==> src/rtl/clkdiv_ratio_ctrl.sv <==
// clkdiv_ratio_ctrl
// Owns the divbyvalue and active-low reset inputs of an odd 50%-duty clock
// divider. Ratio-change requests arrive over a valid/ready handshake, are
// checked for legality (odd, >= 3) and are applied only at a safe point:
// just after a falling edge of the divided clock, with the divider held in
// reset for HOLD_CYCLES clkin cycles. 'locked' reports that the divider is
// running at the committed ratio.
module clkdiv_ratio_ctrl #(
    parameter int WIDTH       = 4,
    parameter int DEFAULT_DIV = 3,
    parameter int HOLD_CYCLES = 2
) (
    input  logic             clkin,
    input  logic             rst,
    input  logic             req_valid,
    input  logic [WIDTH-1:0] req_div,
    output logic             req_ready,
    output logic             req_err,
    input  logic             clkout_fb,
    output logic [WIDTH-1:0] divbyvalue,
    output logic             div_rstn,
    output logic             busy,
    output logic             locked
);

    typedef enum logic [1:0] {
        INIT_HOLD = 2'd0,
        RUN       = 2'd1,
        WAIT_FALL = 2'd2,
        HOLD      = 2'd3
    } state_t;

    // Timeout counter is one bit wider than the ratio bus so it always
    // outlasts one full period of the slowest legal divided clock.
    localparam int              TO_W      = WIDTH + 1;
    localparam logic [TO_W-1:0] TO_ONE    = TO_W'(1);
    localparam logic [TO_W-1:0] TO_MAX    = '1;
    // The counter increments on the edge that leaves WAIT_FALL, so the
    // timeout fires on the edge where it would reach TO_MAX.
    localparam logic [TO_W-1:0] TO_LAST   = TO_MAX - TO_ONE;

    localparam logic [3:0]       HOLD_ONE  = 4'd1;
    localparam logic [3:0]       HOLD_LAST = 4'(HOLD_CYCLES - 1);
    localparam logic [WIDTH-1:0] DEF_DIV   = WIDTH'(DEFAULT_DIV);
    localparam logic [WIDTH-1:0] DIV_ONE   = WIDTH'(1);

    state_t           state;
    state_t           next_state;
    logic [3:0]       hold_cnt;
    logic [TO_W-1:0]  to_cnt;
    logic [WIDTH-1:0] pend_div;
    logic             fb_d0;
    logic             fb_d1;

    logic fall_det;
    logic rise_det;
    logic accept;
    logic req_legal;
    logic req_change;
    logic timeout;

    // Edge detection on the twice-registered divider feedback.
    assign fall_det = fb_d1 & ~fb_d0;
    assign rise_det = ~fb_d1 & fb_d0;

    // Handshake qualification: legal ratios are odd and at least 3.
    assign accept     = req_valid & req_ready;
    assign req_legal  = req_div[0] & (req_div != DIV_ONE);
    assign req_change = accept & req_legal & (req_div != divbyvalue);
    assign timeout    = (to_cnt == TO_LAST);

    // Next-state decode.
    // NOTE: next_state is given its default before the case so every path
    // assigns it and no latch is inferred.
    always_comb begin
        next_state = state;
        unique case (state)
            INIT_HOLD: if (hold_cnt == HOLD_LAST) next_state = RUN;
            RUN:       if (req_change)            next_state = WAIT_FALL;
            WAIT_FALL: if (fall_det || timeout)   next_state = HOLD;
            HOLD:      if (hold_cnt == HOLD_LAST) next_state = RUN;
            default:                              next_state = INIT_HOLD;
        endcase
    end

    // State register, counters and feedback synchroniser.
    // NOTE: all clocked state uses non-blocking assignments so every flop
    // samples pre-edge values regardless of statement order.
    always_ff @(posedge clkin) begin
        if (rst) begin
            state    <= INIT_HOLD;
            hold_cnt <= '0;
            to_cnt   <= '0;
            pend_div <= DEF_DIV;
            fb_d0    <= 1'b0;
            fb_d1    <= 1'b0;
        end else begin
            state <= next_state;
            fb_d0 <= clkout_fb;
            fb_d1 <= fb_d0;

            if (state != next_state) begin
                hold_cnt <= '0;
            end else if (state == INIT_HOLD || state == HOLD) begin
                hold_cnt <= hold_cnt + HOLD_ONE;
            end

            if (state == WAIT_FALL) begin
                to_cnt <= to_cnt + TO_ONE;
            end else begin
                to_cnt <= '0;
            end

            if (req_change) begin
                pend_div <= req_div;
            end
        end
    end

    // Registered outputs, decoded from the next state so they switch on the
    // same edge as the state itself and never glitch.
    always_ff @(posedge clkin) begin
        if (rst) begin
            div_rstn  <= 1'b0;
            req_ready <= 1'b0;
            busy      <= 1'b1;
            req_err   <= 1'b0;
        end else begin
            div_rstn  <= (next_state == RUN) || (next_state == WAIT_FALL);
            req_ready <= (next_state == RUN);
            busy      <= (next_state != RUN);
            req_err   <= accept & ~req_legal;
        end
    end

    // Ratio register: only loaded on entry to HOLD, when the divider goes
    // into reset on the same edge, so it never changes while it is running.
    always_ff @(posedge clkin) begin
        if (rst) begin
            divbyvalue <= DEF_DIV;
        end else if (state == WAIT_FALL && next_state == HOLD) begin
            divbyvalue <= pend_div;
        end
    end

    // Lock flag: cleared whenever the divider is (or is about to be) stopped,
    // set by the first divided-clock rising edge seen while running.
    always_ff @(posedge clkin) begin
        if (rst) begin
            locked <= 1'b0;
        end else if (state != RUN || next_state != RUN) begin
            locked <= 1'b0;
        end else if (rise_det) begin
            locked <= 1'b1;
        end
    end

endmodule
==> config.mk <==
export PLATFORM = sky130hd
export DESIGN_NAME = clkdiv_ratio_ctrl
export DESIGN_NICKNAME = d
export VERILOG_FILES = /design/src/rtl/clkdiv_ratio_ctrl.sv
export SDC_FILE = /design/constraint.sdc
export NUM_CORES = 1
export LEC_CHECK = 0
export ABC_AREA = 1
export CORE_MARGIN = 5
export CORE_UTILIZATION = 30
export DETAILED_ROUTE_END_ITERATION = 16
export SYNTH_ARGS = -nofsm -noshare
export SYNTH_HDL_FRONTEND = slang
export SYNTH_SLANG_ARGS = --single-unit
==> constraint.sdc <==
create_clock -name clkin -period 3.6 [get_ports clkin]
set_input_delay 0.9 -clock clkin [delete_from_list [all_inputs] [get_ports clkin]]
set_output_delay 0.9 -clock clkin [all_outputs]
set_load 0.05 [all_outputs]
==> results.md <==
* Outcome: finished clean
* Max-cap violation count at 0
* Clock tree buffer depth at 2
* CTS tree: yes
* Slew Limit Headroom at approximately two thirds
* GRT met3 Usage at about 2.9%
* Gr usage total at under 10%
* Setup CP Type: input port to flip-flop
* Worst path cell trace: clkdlybuf4s50_1, inv_1, nand2_1, nand2_1, nor2_1, nand2_1, nand2_2, nand2_1, nand2_1, inv_1, ha_1, nand2_1, inv_1, nand2_1, o211ai_1
* Layout cells sized above 1 at approximately 8.0%
* Met1 usage at between 10% and 20%
* Post-CTS Setup Bufs at 0
* Core area at a little under 4000 µm²
* Ys flop type: dfxtp_1
* CP dominant cell by count: nand2_1
* Reg power frac at between 30% and 40%
* PortBufs at 16
* Vias per Instance at ~4.2
* Crit path to: divbyvalue[0]
* Ant. Diodes at 0
* R2R Path Start: state[0]
* Maximum vdd drop at 0.333 mV
* Worst R2R Path Depth at 11
* Comb pwr share at 46.4%
* WL/cell at approximately 9.4 µm
* Family with the most delay on the worst path: simple AND/OR/NAND/NOR gates
* Finished Layout Cells at 225
* Post-Syn Area at approximately 1200 µm²
* Post-CTS Hold Buffers at 0
* Final Wtd Congestion at roughly 0.75
* Slew Viols, Final at 0
* PD cells at a little under 700 nW/µm²
* Setup crit end kind: flip-flop
* Buf+Inv Stages, Crit Path at 4
* CP Launch Point: req_div[0]
* Async set or reset register ratio after synthesis at 0%
* FF-to-FF setup slack at ~1.5 ns
* Seq/Total Area, Yosys at between 40% and 50%
* Pleak at between 0.6 and 0.7 nW
* Vias at approximately 960
* Clock Skews at ~0.0056 ns
* Residual DRC at 0
* Final Hold Vio Count at 0
* Synthesized flop and latch total at 26
* Hold Path Class: flip-flop to flip-flop
* Worst EP required at between 3 and 4 ns
* Clk pwr share at roughly 16%
* Worst slew pin tran at 0.501 ns
* Total die area at 5340 µm²
* CP startpoint kind: input port
* Critical path depth at 15
* Clk Latency, worst-skew pair at 0.27 ns
* Synth unique cells at 22
* Top-Level Pins at 17
* Met2 usage at 13.3%
* Clock root buffer: clkbuf_8
* Placed cell count at ~220
* Row Count at 23
* Switch share at between 40% and 50%
* Setup TNS at 0 ns
* CP arrival at 2.66 ns
* Fmax at between 300 and 400 MHz
* Period minus WS final at between 2 and 3 ns
* Worst Path Max Fanout at 6
* Largest net degree at the start of global routing at 14
* NetSw at 0.000410 W
* Sink Count at 26
* CTS Buf Count at 3
* Post-synth EDFFs at 0
* Post-synthesis area per instance at roughly 7.6 µm²
* First-pass GRT wire length at approximately 3.6 mm
* Gate Count Post-Synth at roughly 160
* Drt pass-1 iters at 4
* Chip Width at 73.1 µm
* Starting Density at a little under a third
* Final Util at approximately 37%
* DRT Wirelength at 2.11 mm
* Grt peak-use layer: met2
* Reg-to-Reg End: divbyvalue[0]
* DP Wirelength at approximately 1.6 mm
* Crit path largest cell delay at 0.52 ns
* Clock Pin Slew Worst Setup and Hold Paths at roughly 0.080 ns
* Worst path slowest cell: clkdlybuf4s50_1
* Chip height at approximately 73 µm
* Total congestion overflow at 0
* Layout Area Growth over Synthesis at 21.3%
* Internal power at 0.000575 W
* Initial DRC count at 43
* Remaining antenna violation count at 0
* Ys Warns at 0
* Setup violations, final at 0
* Layout net count at a little under 200
* Via count of the first global-routing pass at approximately 830
* H-tree level count at 1
* # resized after CTS at 0
* Final period utilization at a little over two thirds
* RSZ-0062 raised after global routing: false
* Syn nets at between 150 and 200
* Initial antenna violation count at 0
synthesized netlist by cell type, types with 2 or more instances:
cell type / n / area, µm²
nand2_1: 29 / 109
inv_1: 28 / 105
dfxtp_1: 26 / 521
nor2_1: 17 / 63.8
o21ai_0: 11 / 55.1
nand3_1: 9 / 45.0
a21oi_1: 8 / 40.0
ha_1: 8 / 100
nand2_2: 4 / 25.0
inv_2: 3 / 11.3
o211ai_1: 3 / 22.5
xor2_1: 2 / 17.5
worst min path at each step:
| stage | start | to | cells after the start |
|---|---|---|---|
| finish | fb_d0 | fb_d1 | 2 |
| global route | fb_d0 | fb_d1 | 2 |
| CTS | fb_d0 | fb_d1 | 2 |
| detailed placement | pend_div[0] | pend_div[0] | 2 |
| global placement | fb_d0 | fb_d1 | 2 |
| floorplan | pend_div[0] | pend_div[0] | 2 |
state kept, by name (all words and copies together), names as in the netlist:
| signal | flops |
|---|---|
| pend_div | 4 |
| req_err | 1 |
| busy | 1 |
| divbyvalue | 4 |
| div_rstn | 1 |
| state | 2 |
| req_ready | 1 |
| to_cnt | 5 |
| hold_cnt | 4 |
| fb_d0 | 1 |
| fb_d1 | 1 |
| locked | 1 |
power groups by stage:
stage / sequential, W / clock, W / combinational (W)
final: 0.000368 / 0.000159 / 0.000457
after global routing: 0.000375 / 0.000178 / 0.000525
after CTS: 0.000369 / 0.000170 / 0.000467
after detailed placement: 0.000376 / 0 / 0.000463
after global placement: 0.000376 / 0 / 0.000466
after floorplan: 0.000434 / 0 / 0.000302
worst min-delay path: cells and delay by family, from the launching register on:
kind / cells / cell delay (ns)
buffers and inverters: 1 / 0.07
AND/OR/NAND/NOR: 1 / 0.04
flip-flops: 1 / 0.30
stage by stage:
stage,area [µm²],hold slack [ns],power [W],setup WS (ns)
floorplan,1190,0.420,0.000735,1.52
global placement,1410,0.437,0.000842,0.803
detailed placement,1410,0.437,0.000839,0.783
CTS,1450,0.458,0.00101,1.07
global route,1450,0.484,0.00108,0.855
finish,1450,0.453,0.000985,1.09
layer usage:
layer	part of all wire [%]	wire length, µm	vias to the layer above
li1	-	-	524
met1	47	995	406
met2	43	897	20
met3	7.3	153	5
met4	2.9	61	0
met5	0	0	-
cell type report:
type	instances	area [µm²]
multi-input combinational	99	547
fill	435	2470
clock buffer	3	41.3
inverter	31	116
tap	50	62.6
sequential	26	520
timing repair buffer	16	160
cell usage in the layout, fill, tap and decap left out, types with 3 or more instances in the layout:
cell type,instances
nand2_1,29
inv_1,28
dfxtp_1,26
nor2_1,17
clkdlybuf4s50_1,16
o21ai_0,11
nand3_1,9
a21oi_1,8
ha_1,8
nand2_2,4
inv_2,3
o211ai_1,3
clkbuf_8,3
cell families (layout without fill, tap and decap cells):
logic type | after synthesis | after routing | synth area share, %
xor gates and xnor gates | 3 | 3 | 2.20
and+or+nand+nor | 65 | 65 | 24.7
AOI/OAI and AO/OA | 23 | 23 | 10.5
adders and majority gates | 8 | 8 | 8.39
buffers and inverters | 33 | 50 | 10.6
DFF | 26 | 26 | 43.6
(Power assumes the default switching activity.)
